==> config.mk <==
export PLATFORM = sky130hd
export DESIGN_NAME = fetch_buffer
export DESIGN_NICKNAME = d
export VERILOG_FILES = /design/src/rtl/cpu_pkg.sv /design/src/rtl/fetch_buffer_regfile.sv /design/src/rtl/fetch_buffer.sv
export SDC_FILE = /design/constraint.sdc
export NUM_CORES = 1
export LEC_CHECK = 0
export ABC_AREA = 0
export BUFFER_PORTS_ARGS = -buffer_cell sky130_fd_sc_hd__buf_2
export CAP_MARGIN = 30
export CORE_ASPECT_RATIO = 1.25
export CORE_UTILIZATION = 55
export CTS_BUF_LIST = sky130_fd_sc_hd__clkbuf_4
export DETAILED_ROUTE_END_ITERATION = 10
export GPL_ROUTABILITY_DRIVEN = 0
export PLACE_DENSITY = 0.81
export SETUP_SLACK_MARGIN = 0.05
export SYNTH_ARGS = -nofsm -noshare
export SYNTH_HDL_FRONTEND = slang
export SYNTH_SLANG_ARGS = --single-unit
export TNS_END_PERCENT = 20
==> constraint.sdc <==
create_clock -name clk -period 5.4 [get_ports clk]
set_clock_uncertainty 0.2 [all_clocks]
set_input_delay 0.81 -clock clk [delete_from_list [all_inputs] [get_ports clk]]
set_output_delay 0.81 -clock clk [all_outputs]
set_load 0.03 [all_outputs]
==> src/rtl/cpu_pkg.sv <==
// Shared CPU constants and types used by the fetch buffer and its storage.
package cpu_pkg;

    localparam int unsigned CPU_DATA_W = 16;
    localparam int unsigned CPU_ADDR_W = 16;
    localparam int unsigned CPU_FLAG_W = 5;
    localparam int unsigned FB_DEPTH   = 4;

    // One queued fetch: instruction word plus the PC it was fetched from.
    typedef struct packed {
        logic [CPU_DATA_W-1:0] instr;
        logic [CPU_ADDR_W-1:0] pc;
    } fb_entry_t;

    // Occupancy class of the queue; there is no other state beyond the pointers.
    typedef enum logic [1:0] {
        FbEmpty   = 2'd0,
        FbPartial = 2'd1,
        FbFull    = 2'd2
    } fb_level_e;

    // Classify occupancy from the pointer-derived empty/full indications.
    function automatic fb_level_e fb_level_of(input logic empty, input logic full);
        fb_level_e lvl;
        if (empty) begin
            lvl = FbEmpty;
        end else if (full) begin
            lvl = FbFull;
        end else begin
            lvl = FbPartial;
        end
        return lvl;
    endfunction

endpackage

==> src/rtl/fetch_buffer_regfile.sv <==
// Storage array for the fetch buffer: one write port, one asynchronous read port.
// The array is deliberately not reset; validity is tracked by the pointers.
module fetch_buffer_regfile
    import cpu_pkg::*;
#(
    parameter int unsigned DEPTH = FB_DEPTH,
    parameter int unsigned WIDTH = CPU_DATA_W + CPU_ADDR_W
) (
    input  logic                     clk,
    input  logic                     wr_en,
    input  logic [$clog2(DEPTH)-1:0] wr_addr,
    input  logic [WIDTH-1:0]         wr_data,
    input  logic [$clog2(DEPTH)-1:0] rd_addr,
    output logic [WIDTH-1:0]         rd_data
);

    logic [WIDTH-1:0] mem [DEPTH];

    // Write the addressed entry when enabled.
    always_ff @(posedge clk) begin
        if (wr_en) begin
            mem[wr_addr] <= wr_data;
        end
    end

    // Asynchronous read of the addressed entry.
    always_comb begin
        rd_data = mem[rd_addr];
    end

endmodule

==> src/rtl/fetch_buffer.sv <==
// Instruction fetch queue between instruction memory and the FSM/decoder,
// plus the saved-PSR flag register.
// Pointers are one bit wider than the index so full and empty are distinguishable.
module fetch_buffer
    import cpu_pkg::*;
#(
    parameter int unsigned DATA_W = CPU_DATA_W,
    parameter int unsigned ADDR_W = CPU_ADDR_W,
    parameter int unsigned DEPTH  = FB_DEPTH,
    parameter int unsigned FLAG_W = CPU_FLAG_W
) (
    input  logic                   clk,
    input  logic                   reset,
    input  logic                   fetch_valid,
    input  logic [DATA_W-1:0]      fetch_instr,
    input  logic [ADDR_W-1:0]      fetch_pc,
    output logic                   fetch_ready,
    output logic                   issue_valid,
    output logic [DATA_W-1:0]      issue_instr,
    output logic [ADDR_W-1:0]      issue_pc,
    input  logic                   issue_ready,
    input  logic                   flush,
    input  logic                   flag_load,
    input  logic [FLAG_W-1:0]      flag_in,
    output logic [FLAG_W-1:0]      flags_q,
    output logic [$clog2(DEPTH):0] count,
    output logic                   drop_err
);

    localparam int unsigned IDX_W   = $clog2(DEPTH);
    localparam int unsigned PTR_W   = IDX_W + 1;
    localparam int unsigned ENTRY_W = DATA_W + ADDR_W;
    localparam logic [PTR_W-1:0] PTR_STEP = PTR_W'(1);

    logic [PTR_W-1:0]   rd_ptr;
    logic [PTR_W-1:0]   wr_ptr;
    logic               empty;
    logic               full;
    fb_level_e          level;
    logic               push;
    logic               pop;
    logic [ENTRY_W-1:0] wr_entry;
    logic [ENTRY_W-1:0] rd_entry;

    // Occupancy from pointer comparison; count wraps naturally modulo 2*DEPTH.
    always_comb begin
        empty = (rd_ptr == wr_ptr);
        full  = (rd_ptr[IDX_W] != wr_ptr[IDX_W]) &&
                (rd_ptr[IDX_W-1:0] == wr_ptr[IDX_W-1:0]);
        level = fb_level_of(empty, full);
        count = wr_ptr - rd_ptr;
    end

    // Handshakes; flush blocks both sides, and a same-cycle pop never frees a slot early.
    always_comb begin
        fetch_ready = (level != FbFull) && !flush;
        issue_valid = (level != FbEmpty);
        push        = fetch_valid && fetch_ready;
        pop         = issue_valid && issue_ready && !flush;
    end

    // Pack the incoming fetch and unpack the head entry; head reads as zero when empty.
    always_comb begin
        wr_entry = {fetch_instr, fetch_pc};
        if (issue_valid) begin
            issue_instr = rd_entry[ENTRY_W-1:ADDR_W];
            issue_pc    = rd_entry[ADDR_W-1:0];
        end else begin
            issue_instr = '0;
            issue_pc    = '0;
        end
    end

    fetch_buffer_regfile #(
        .DEPTH (DEPTH),
        .WIDTH (ENTRY_W)
    ) u_regfile (
        .clk     (clk),
        .wr_en   (push),
        .wr_addr (wr_ptr[IDX_W-1:0]),
        .wr_data (wr_entry),
        .rd_addr (rd_ptr[IDX_W-1:0]),
        .rd_data (rd_entry)
    );

    // Pointer update: reset, then flush, then independent push/pop advance.
    always_ff @(posedge clk) begin
        if (!reset) begin
            rd_ptr <= '0;
            wr_ptr <= '0;
        end else if (flush) begin
            rd_ptr <= '0;
            wr_ptr <= '0;
        end else begin
            if (push) begin
                wr_ptr <= wr_ptr + PTR_STEP;
            end
            if (pop) begin
                rd_ptr <= rd_ptr + PTR_STEP;
            end
        end
    end

    // Sticky overflow flag: a refused fetch outside a flush is a lost instruction.
    always_ff @(posedge clk) begin
        if (!reset) begin
            drop_err <= 1'b0;
        end else if (fetch_valid && !fetch_ready && !flush) begin
            drop_err <= 1'b1;
        end
    end

    // Saved-PSR flags; independent of flush.
    always_ff @(posedge clk) begin
        if (!reset) begin
            flags_q <= '0;
        end else if (flag_load) begin
            flags_q <= flag_in;
        end
    end

endmodule

## After elaboration in Yosys (flattened, before gate mapping)

Memory sizes are Yosys's and may differ from the RTL's. A register that Yosys moved wholly into a read port is not among the register bits.
Index checks and enable logic that the tools add are counted.

| word-level totals | value |
|---|---|
| memories | 1 |
| word-level logic and storage cells | 32 |
| flip-flop bits (word level) | 12 |
| bits in writable memories | 128 |
| output and inout bits | 43 |

| operators by class | value |
|---|---|
| reduce and logical (&&, ||, !) cells | 11 |
| muxes and demuxes | 8 |
| eq/ne operators | 4 |
| bitwise operators | 1 |
| $add $sub $neg | 3 |

Memories:

| memory | words | width | read ports | clocked after memory_dff | wr ports | line | RTL |
|---|---|---|---|---|---|---|---|
| u_regfile.mem | 4 | 32 | 1 | 1 | 1 | fetch_buffer_regfile.sv:17 | `logic [WIDTH-1:0] mem [DEPTH];` |

Operator list:

| operator | count |
|---|---|
| $mux 16 | 2 |
| $mux 2 | 4 |
| $logic_and 1x1->1 | 7 |
| $add 3x1->3 const B | 2 |
| $eq 3x3->1 | 1 |
| $sub 3x3->3 | 1 |
| $eq 2x2->1 | 1 |
| $logic_not 1->1 | 2 |
| $mux 1 | 2 |
| $ne 2x2->1 const B | 1 |
| $reduce_bool 2->1 | 1 |
| $reduce_or 2->1 | 1 |
| $ne 1x1->1 | 1 |
| $not 1->1 | 1 |

## Logic depth before layout (Yosys ltp)

Gate-level depths: netlist of the first run.

| logic depth | value |
|---|---|
| word-level depth | 9 |
| gate-level depth with buffers | 6 |
| mapped depth without buffers | 5 |

## By module

From an unflattened synthesis of the first run, not the netlist that was laid out.

| second synthesis, totals | value |
|---|---|
| cell total of the unflattened synthesis | 277 |
| area total of the unflattened synthesis | 5574.1 um^2 |

By module, submodules not included:

| module | seq. area each (um^2) | cells an instance | times used | area an instance (um^2) |
|---|---|---|---|---|
| fetch_buffer_regfile | 3843.7 | 171 | 1 | 4689.5 |
| fetch_buffer | 240.2 | 106 | 1 | 884.6 |

## Least setup slack after synthesis of the first run

OpenSTA, ideal clock, no wires.

| timing | value |
|---|---|
| path type | input to register |
| start | input flush |
| end | memory u_regfile.mem[3][0] (netlist bit), enable pin |
| path buffers | 0 |
| cell stages on the path | 2 |
| setup time | 0.475 ns |
| arrival | 3.522 ns |
| required time | 4.725 ns |
| slack | 1.203 ns |
| cell sequence | nand2b_1 > a211oi_1 |

| between the ends | value |
|---|---|
| word-level cells in the longest chain between the ends | 5 |

Ends and longest elaborated chain:

| item | line | RTL |
|---|---|---|
| start: declaration | fetch_buffer.sv:22 | `input logic flush,` |
| $logic_not 1->1 | fetch_buffer.sv:56 | `fetch_ready = (level != FbFull) && !flush;` |
| $logic_and 1x1->1 | fetch_buffer.sv:56 |  |
| $logic_and 1x1->1 | fetch_buffer.sv:58 | `push = fetch_valid && fetch_ready;` |
| $mux 1 | fetch_buffer_regfile.sv:21 | `if (wr_en) begin` |
| $mux 1 (not written as such) | fetch_buffer_regfile.sv:22 | `mem[wr_addr] <= wr_data;` |
| end: declaration | fetch_buffer_regfile.sv:17 |  |

No other way between the ends.

## Worst setup path in the final report of the first run

| timing | value |
|---|---|
| start | register wr_ptr[0] |
| end | output issue_instr[13] |

| between the ends | value |
|---|---|
| word-level cells in the longest chain between the ends | 6 |
| elaborated cells between the ends (all ways) | 7 |

Ends and longest elaborated chain:

| item | line | RTL |
|---|---|---|
| start: declaration | fetch_buffer.sv:36 | `logic [PTR_W-1:0] wr_ptr;` |
| start signal: assignment | fetch_buffer.sv:96 | `wr_ptr <= wr_ptr + PTR_STEP;` |
| $eq 2x2->1 | fetch_buffer.sv:49 | `(rd_ptr[IDX_W-1:0] == wr_ptr[IDX_W-1:0]);` |
| $logic_and 1x1->1 | fetch_buffer.sv:48 | `full = (rd_ptr[IDX_W] != wr_ptr[IDX_W]) &&` |
| $mux 2 | cpu_pkg.sv:27 | `end else if (full) begin` |
| $mux 2 (*) | cpu_pkg.sv:25 | `if (empty) begin` |
| $reduce_bool 2->1 (*) | fetch_buffer.sv:57 | `issue_valid = (level != FbEmpty);` |
| $mux 16 (*) | fetch_buffer.sv:65 | `if (issue_valid) begin` |
| end: declaration | fetch_buffer.sv:19 | `output logic [DATA_W-1:0] issue_instr,` |

Mark *: on every way between the ends. The rest lies on a longest branch, timed or not.

==> impl_metrics.yaml, run 1 <==
critical_path:
  required_ns: 4.39
  worst-setup-path-type: "reg2out"
  start_kind: "flop"
  end_kind: "output pin"
  cp.arrival_ns: 2.65
  rr_worst_depth: 5
  r2r_setup_slack_ns: 2.48
  worstReg2RegEnd: "u_regfile.mem[2][3]$_DFFE_PP_"
  critPathMaxFanout: 34
  timing.rr.start: "wr_ptr[0]$_SDFFE_PP0N_"
pwr:
  ir_worst_vdd_v: 0.000257
  pwr-share-comb_pct: 5.3
  switchingPower_uw: 428
  swShare_pct: 20.0
  intPower_mw: 1.72
  clock_power_share_pct: 37.9
  seq_power_share_pct: 56.8
  powerDensity_nw_per_um2: 328
  p_leak_nw: 2.33
yosys:
  syn_avg_cell_area_um2: 20.1
  yosysMostFrequentCell: "edfxtp_1"
  synth.top_cell.area_share_pct: 67.9
  synth_warnings: 0
  synth_area_um2: 5660
  synth-edff-count: 128
  syn_inst: 282
  synth-seq-area-share_pct: 72.9
  syn-num-nets: 333
  synthFlopType: "edfxtp_1"
  yosys-top-cells-count: "edfxtp_1, nor2b_1, mux4_2, dfxtp_1, mux2i_1"
  ys_async_sr_fraction_pct: 0
  synth-seq-cells: 142
  synth.distinct_cells: 29
  synth_top_area_cell: "edfxtp_1"
  synthTopCellsByArea: "edfxtp_1, mux4_2, dfxtp_1"
cts:
  post_cts_resized: 0
  clock_sinks: 142
  cts_tree: "built"
  ctsHoldBuffers: 0
  cts_setup_buffers: 0
  clockBufferDepth: 2
  clk_pin_slew_ns: 0.11
  numCtsBuffers: 17
  h-tree-depth: 4
  insertion_delay_ns: 0.51
  cts_root_buf: "clkbuf_4"
global_routing:
  grt_first_pass_wirelength_um: 14800
  antenna_found_initial: 0
  grt_max_degree: 35
  grt_usage_pct: 19.6
  grt-ovfl-total: 0
  grt_pass1_vias: 2961
timing:
  fin_crit_ns: 3.66
  fin_setup_tns_ns: 0
  rsz0062_at_grt: "false"
  setup_viol: 0
  finalCritPeriodShare_pct: 67.8
  slew_headroom_pct: 34.7
  report.final.hold_viol_count: 0
  max_freq_ghz: 0.273
  slew_viol_final: 0
  worstMarginPinSlew_ns: 0.978
cells_and_area:
  drive_above_1_share_pct: 41.8
  design_area_um2: 6530
  num_antenna_cells: 0
  n_fill_cell: 717
  final_nets: 427
  synthToLayoutAreaGrowth_pct: 15.5
die:
  die_x_um: 92.7
  die_y_um: 115
  die_area_um2: 10700
  start_util_pct: 56.3
  num_rows: 41
  design.core.area_um2: 10100
  io_pins: 86
drt:
  drt_wl_total_um: 9440
  drt_pass1_iterations: 4
  vias_per_cell: 5.44
  drt.antenna.violating_nets: 0
  drt_iter0_markers: 134
  via_count: 2810
  drt-wirelength-per-cell_um: 18.3
  drc: 0
outcome:
  status: "finished, final reports clean"
placed_design:
  placed_area_um2: 6180
  dp_hpwl_um: 5850
  portBuffers: 85
worst_hold_path:
  min_to: "drop_err$_SDFFE_PN0P_"
  hold_class: "reg2reg"
  hold-path-cell-count: 1
  hp-start: "drop_err$_SDFFE_PN0P_"
job:
  cap_violations: 0
-- placed cells by master, fill, tap and decap left out, drive strengths merged, types with 2 or more instances in the layout --
master and count:
buf 87, o211ai 2, mux2i 11, inv 9, mux4 32, nor2b 38
nand2 9, clkinv 5, dfxtp 14, bufinv 6, edfxtp 128, ha 7
clkinvlp 2, xnor2 2, clkbuf 18, and2 4, nand2b 3, a21oi 3
-- how the worst max path moves through the flow --
stage | start | endpoint | slack [ns] | depth (start not counted)
finish | wr_ptr[0]$_SDFFE_PP0N_ | issue_instr[13] | 1.74 | 6
global route | wr_ptr[0]$_SDFFE_PP0N_ | issue_instr[13] | 1.49 | 6
CTS | wr_ptr[0]$_SDFFE_PP0N_ | issue_instr[13] | 1.64 | 6
detailed placement | wr_ptr[0]$_SDFFE_PP0N_ | issue_instr[13] | 2.26 | 6
global placement | flop | issue_instr[1] | 2.30 | 4
floorplan | flush | u_regfile.mem[3][0]$_DFFE_PP_ | 1.20 | 2
-- kinds of logic (layout without fill, tap and decap cells) --
| group | after synthesis | count (layout) | share of synthesized area, % |
|---|---|---|---|
| xor gates and xnor gates | 3 | 3 | 0.597 |
| AOI/OAI and AO/OA | 7 | 7 | 0.951 |
| buffers and inverters | 21 | 127 | 2.48 |
| adders and majority gates | 8 | 8 | 1.90 |
| DFF | 142 | 142 | 72.9 |
| muxes | 43 | 43 | 14.8 |
| and+or+nand+nor | 58 | 58 | 6.44 |
-- power by group through the flow --
stage                     registers, mW  clock network, mW  logic (mW)
after CTS                          1.22              0.827       0.115
final                              1.22              0.812       0.114
after global placement             1.24                  0       0.111
after detailed placement           1.24                  0       0.115
after floorplan                    1.25                  0      0.0681
after global routing               1.22              0.872       0.122
-- per-stage QoR --
| step | hold WS (ns) | worst slack (ns) | total power [mW] | instances | utilization, % |
|---|---|---|---|---|---|
| floorplan | 0.269 | 1.20 | 1.31 | 282 | - |
| global placement | 0.246 | 2.30 | 1.35 | 486 | 61.4 |
| detailed placement | 0.265 | 2.26 | 1.36 | 486 | 61.4 |
| CTS | 0.249 | 1.64 | 2.16 | 517 | 65.0 |
| global route | 0.226 | 1.49 | 2.22 | 517 | 65.0 |
| finish | 0.288 | 1.74 | 2.14 | 517 | 65.0 |
-- layer usage --
layer / track usage, % / vias to the layer above / wire, um
met2: 34.2 / 91 / 5080
li1: - / 1290 / -
met1: 21.8 / 1409 / 3620
met3: 6.22 / 20 / 533
met5: 0 / - / 0
met4: 9.33 / 0 / 202
-- state kept, by name, summed over array words and instances (netlist names), named ones only --
signal         flops
wr_ptr             3
drop_err           1
flags_q            5
rd_ptr             3
u_regfile.mem    128
-- worst max-delay path, cell delays in order (launching register included) --
cell     delay, ns
dfxtp_1       0.40
inv_1         0.12
ha_1          0.33
nand2_1       0.11
nor2_4        0.75
nor2b_1       0.17
buf_2         0.23
-- cell type report --
class                           instances  area [um2]  share of cell area (%)
Tap cell                              129         161                    2.47
Inverter                                9        33.8                   0.517
Multi-Input combinational cell        119        1420                    21.7
Timing Repair Buffer                   87         440                    6.74
Sequential cell                       142        4130                    63.2
Clock buffer                           18         135                    2.07
Clock inverter                         13         220                    3.37
Power figures use the tool's default switching activity.
==> run 2: changes to the inputs <==
==> constraint.sdc (replaced) <==
create_clock -name clk -period 3.6 [get_ports clk]
set_clock_uncertainty 0.2 [all_clocks]
set_input_delay 0.54 -clock clk [delete_from_list [all_inputs] [get_ports clk]]
set_output_delay 0.54 -clock clk [all_outputs]
set_load 0.03 [all_outputs]
==> run 2 against run 1 <==
  * Sequential share of layout area shrank 2.1 points
  * Cell count grew 6.4%
  * Combinational power grew 75%
  * Worst setup slack lost 1.3 ns
  * Critical path depth grew 1
  * Flip-flop and latch count is the same
  * Utilization grew 2.2 points
  * Global-route usage grew 0.57 points
  * Count of clock-buffer cells in the layout is the same
  * Routed wire length grew 3.0%
  * Via count grew 4.4%
  * Non-clock buffer count grew 32
  * Critical endpoint is now issue_pc[15]
  * Highest routed layer unchanged
==> impl_metrics.yaml, run 2 (synthesis gave the netlist of run 1 again) <==
outcome:
  status: "finished, final reports clean"
drt:
  drt.antenna.violating_nets: 0
  drt_wl_total_um: 9720
  via_count: 2933
  drt_iter0_markers: 148
  vias_per_cell: 5.33
  drc: 0
  drt-wirelength-per-cell_um: 17.7
  drt_pass1_iterations: 5
pwr:
  powerDensity_nw_per_um2: 438
  ir_worst_vdd_v: 0.000276
  p_leak_nw: 2.43
critical_path:
  cp.arrival_ns: 2.39
  start_kind: "flop"
  critPathMaxFanout: 18
  end_kind: "output pin"
  worst-setup-path-type: "reg2out"
  required_ns: 2.86
cts:
  numCtsBuffers: 17
  insertion_delay_ns: 0.53
  clk_pin_slew_ns: 0.11
  h-tree-depth: 4
  clockBufferDepth: 2
  clock_sinks: 142
  cts_tree: "built"
  post_cts_resized: 0
  cts_root_buf: "clkbuf_4"
cells_and_area:
  layout.cells.non_filler: 550
  largest_reg_flops: 128
  regMostFlops: "u_regfile.mem"
  synthToLayoutAreaGrowth_pct: 19.4
  num_antenna_cells: 0
  reg_top3: "u_regfile.mem: 128 flops, flags_q: 5 flops"
  drive_above_1_share_pct: 39.7
  final_nets: 459
  final_cell_mix: "edfxtp_1, buf_2, nor2b_1"
  layout_commonest_cell: "edfxtp_1"
timing:
  fin_crit_ns: 3.13
  setup_viol: 0
  max_freq_ghz: 0.319
  worstMarginPinSlew_ns: 0.840
  finalCritPeriodShare_pct: 87.1
  fin_setup_tns_ns: 0
  report.final.hold_viol_count: 0
  slew_headroom_pct: 44.0
  slew_viol_final: 0
  rsz0062_at_grt: "false"
global_routing:
  grt_usage_pct: 20.1
  antenna_found_initial: 0
  grt_pass1_vias: 3077
  grt-ovfl-total: 0
  grt_first_pass_wirelength_um: 15400
  grt_max_degree: 33
worst_hold_path:
  hold_class: "in2reg"
die:
  num_rows: 41
  io_pins: 86
  die_y_um: 115
  start_util_pct: 56.3
  die_area_um2: 10700
  die_x_um: 92.7
  design.core.area_um2: 10100
placed_design:
  dp_hpwl_um: 6020
  portBuffers: 85
  place_inst: 492
job:
  cap_violations: 0
==> run 2: changes by cell type in the layout (fill, tap and decap cells not counted), moves of 2 or more <==
cell | before | now
bufinv_16 | 6 | 2
clkinv_1 | 0 | 2
buf_4 | 2 | 7
dlygate4sd3_1 | 0 | 26
clkinv_2 | 5 | 7
==> run 2: final cells by class <==
class                      count  area (um2)
fill                         688        3300
timing repair buffer         119         758
multi-input combinational    119        1420
tap                          129         161
clock buffer                  18         135
sequential                   142        4130
clock inverter                14         126
inverter                       9        33.8
==> run 2: final timing paths <==
path / start / endpoint / slack, ns / cells past startpoint
hold / removal: fetch_pc[14] / u_regfile.mem[1][14]$_DFFE_PP_ / 0.05 / 1
setup / recovery: wr_ptr[0]$_SDFFE_PP0N_ / issue_pc[15] / 0.47 / 7
setup reg to reg: wr_ptr[0]$_SDFFE_PP0N_ / u_regfile.mem[0][17]$_DFFE_PP_ / 0.77 / 6
hold reg to reg: drop_err$_SDFFE_PN0P_ / drop_err$_SDFFE_PN0P_ / 0.29 / 1
==> run 2: stage by stage <==
step / power [mW] / instance area (um2) / hold slack, ns / utilization (%) / setup WS (ns)
final: 2.96 / 6760 / 0.0520 / 67.2 / 0.465
after global routing: 3.07 / 6760 / 0.00200 / 67.2 / 0.270
after CTS: 2.99 / 6750 / 0.0000815 / 67.1 / 0.399
after detailed placement: 2.04 / 6230 / 0.259 / 62.0 / 0.748
after global placement: 2.04 / 6230 / 0.251 / 62.0 / 0.844
after floorplan: 1.97 / 5660 / 0.269 / - / 0.557
==> run 2: where the power goes <==
part	total [mW]	switching, mW	internal [mW]
Combinational	0.199	0.111	0.0886
Clock	0.932	0.526	0.406
Sequential	1.83	0.00708	1.82
==> run 2: per-layer routing <==
layer,wire (um),GRT usage (%)
met1,3870,24.6
met2,5100,33.2
met3,496,5.82
met4,263,9.95
met5,0,0
==> run 2: worst max-delay path: stages (launching register included) <==
cell and delay (ns):
dfxtp_1 0.40, inv_1 0.11, ha_1 0.31, nand2_1 0.11
nor2_4 0.44, buf_12 0.23, nor2b_1 0.07, buf_2 0.18
==> run 2: repair_timing <==
item                                   CTS  global route
buffers inserted                         0             0
endpoints found under the hold margin   97             3
hold buffers                            25             1
==> run 3: changes to the inputs <==
--- a/config.mk
+++ b/config.mk
@@ -12,9 +12,10 @@
 export CORE_UTILIZATION = 55
 export CTS_BUF_LIST = sky130_fd_sc_hd__clkbuf_4
 export DETAILED_ROUTE_END_ITERATION = 10
-export GPL_ROUTABILITY_DRIVEN = 0
+export HOLD_SLACK_MARGIN = 0.1
 export PLACE_DENSITY = 0.81
 export SETUP_SLACK_MARGIN = 0.05
+export SKIP_LAST_GASP = 1
 export SYNTH_ARGS = -nofsm -noshare
 export SYNTH_HDL_FRONTEND = slang
 export SYNTH_SLANG_ARGS = --single-unit
==> run 3 against run 2 <==
  * Maximum frequency up 0.21%
  * Power up 0.51%
  * Combinational power up 8%
  * First-iteration DRC count up 7.4%
  * Count of clock-buffer cells in the layout unchanged
  * Utilization up 1.6 points
  * Register-to-register slack about the same
  * Cell count up 2.9%
  * Flip-flop and latch count unchanged
  * Critical path depth unchanged
  * Final area up 2.4%
  * Critical path type unchanged
  * Largest power group unchanged
==> impl_metrics.yaml, run 3 (synthesis gave the netlist of run 1 again) <==
cts:
  clk_pin_slew_ns: 0.12
  post_cts_resized: 0
  insertion_delay_ns: 0.52
  clockBufferDepth: 2
  numCtsBuffers: 17
  clock_sinks: 142
  h-tree-depth: 4
  cts_setup_buffers: 0
  cts_tree: "built"
  cts_root_buf: "clkbuf_4"
critical_path:
  r2r_setup_slack_ns: 0.76
  end_kind: "output pin"
  critPathMaxFanout: 18
  worst-setup-path-type: "reg2out"
  worstReg2RegEnd: "u_regfile.mem[0][17]$_DFFE_PP_"
  cp.arrival_ns: 2.39
  timing.rr.start: "wr_ptr[0]$_SDFFE_PP0N_"
  rr_worst_depth: 6
  required_ns: 2.86
  start_kind: "flop"
cells_and_area:
  final_util_pct: 68.8
  regMostFlops: "u_regfile.mem"
  design_area_um2: 6920
  reg_top3: "u_regfile.mem: 128 flops, flags_q: 5 flops"
  synthToLayoutAreaGrowth_pct: 22.2
  layout_commonest_cell: "edfxtp_1"
  layout.cells.non_filler: 566
  final_cell_mix: "edfxtp_1, buf_2, dlygate4sd3_1"
  largest_reg_flops: 128
  drive_above_1_share_pct: 38.2
  final_nets: 475
  num_antenna_cells: 0
timing:
  max_freq_ghz: 0.320
  slew_viol_final: 0
  rsz0062_at_grt: "false"
  report.final.hold_viol_count: 0
  fin_setup_tns_ns: 0
  worstMarginPinSlew_ns: 0.851
  fin_crit_ns: 3.13
  setup_viol: 0
  finalCritPeriodShare_pct: 86.9
  slew_headroom_pct: 43.1
drt:
  drt-wirelength-per-cell_um: 17.6
  drt_iter0_markers: 159
  drc: 0
  drt.antenna.violating_nets: 0
  vias_per_cell: 5.31
  via_count: 3004
  drt_pass1_iterations: 4
  drt_wl_total_um: 9960
die:
  die_y_um: 115
  die_area_um2: 10700
  io_pins: 86
  die_x_um: 92.7
  start_util_pct: 56.3
  num_rows: 41
  design.core.area_um2: 10100
global_routing:
  grt_max_degree: 33
  grt_first_pass_wirelength_um: 15900
  grt_pass1_vias: 3170
  antenna_found_initial: 0
  grt_usage_pct: 20.7
  grt-ovfl-total: 0
job:
  cap_violations: 0
placed_design:
  portBuffers: 85
  placed_area_um2: 6230
  dp_hpwl_um: 6020
  place_inst: 492
  place_congestion: 0.726
outcome:
  status: "finished, final reports clean"
worst_hold_path:
  hold-path-cell-count: 3
  hp-start: "flag_load"
  min_to: "flags_q[2]$_SDFFE_PN0P_"
  hold_class: "in2reg"
pwr:
  p_leak_nw: 2.50
  total_power_mw: 2.97
  powerDensity_nw_per_um2: 430
  ir_worst_vdd_v: 0.000276
run 3: timing repair:
| action | 4_1_cts | 5_1_grt |
|---|---|---|
| setup endpoints to repair | 0 | 0 |
| hold buffers | 42 | 0 |
| hold endpoints to repair | 135 | 0 |
run 3: how the worst max path moves through the flow:
stage                                 from                        endpoint  slack [ns]
finish              wr_ptr[0]$_SDFFE_PP0N_                    issue_pc[15]        0.47
global route        wr_ptr[0]$_SDFFE_PP0N_                    issue_pc[15]        0.27
CTS                 wr_ptr[0]$_SDFFE_PP0N_                    issue_pc[15]        0.40
global placement    wr_ptr[0]$_SDFFE_PP0N_  u_regfile.mem[0][25]$_DFFE_PP_        0.84
detailed placement  wr_ptr[0]$_SDFFE_PP0N_  u_regfile.mem[0][17]$_DFFE_PP_        0.75
floorplan           wr_ptr[0]$_SDFFE_PP0N_   u_regfile.mem[3][0]$_DFFE_PP_        0.56
run 3: critical path: stages, from the launching register on:
cell and delay, ns:
dfxtp_1 0.40, inv_1 0.11, ha_1 0.31, nand2_1 0.11
nor2_4 0.44, buf_12 0.23, nor2b_1 0.07, buf_2 0.18
run 3: area by class of cell:
| class | count | area (um2) |
|---|---|---|
| multi-input cells | 119 | 1420 |
| clock buffers | 18 | 135 |
| inverters | 9 | 33.8 |
| well taps | 129 | 161 |
| repair buffers | 135 | 918 |
| flip-flops and latches | 142 | 4130 |
| fillers | 672 | 3140 |
| clock inverters | 14 | 126 |
run 3: metrics by stage:
step           hold slack (ns)  setup slack (ns)
5_1_grt                  0.179             0.270
2_1_floorplan            0.269             0.557
3_3_place_gp             0.251             0.844
6_report                 0.212             0.472
4_1_cts                  0.169             0.399
3_5_place_dp             0.259             0.748
run 3: routing by layer:
metal / share of wire [%] / wire, um / track usage, %
met4: 2.7 / 265 / 10.2
met2: 53 / 5240 / 34.5
met3: 4.8 / 481 / 5.75
met1: 40 / 3970 / 25.0
met5: 0 / 0 / 0
run 3: power breakdown:
| group | switching, mW | total, mW | internal [mW] |
|---|---|---|---|
| logic | 0.114 | 0.214 | 0.100 |
| registers | 0.00717 | 1.83 | 1.82 |
| clock network | 0.526 | 0.932 | 0.406 |
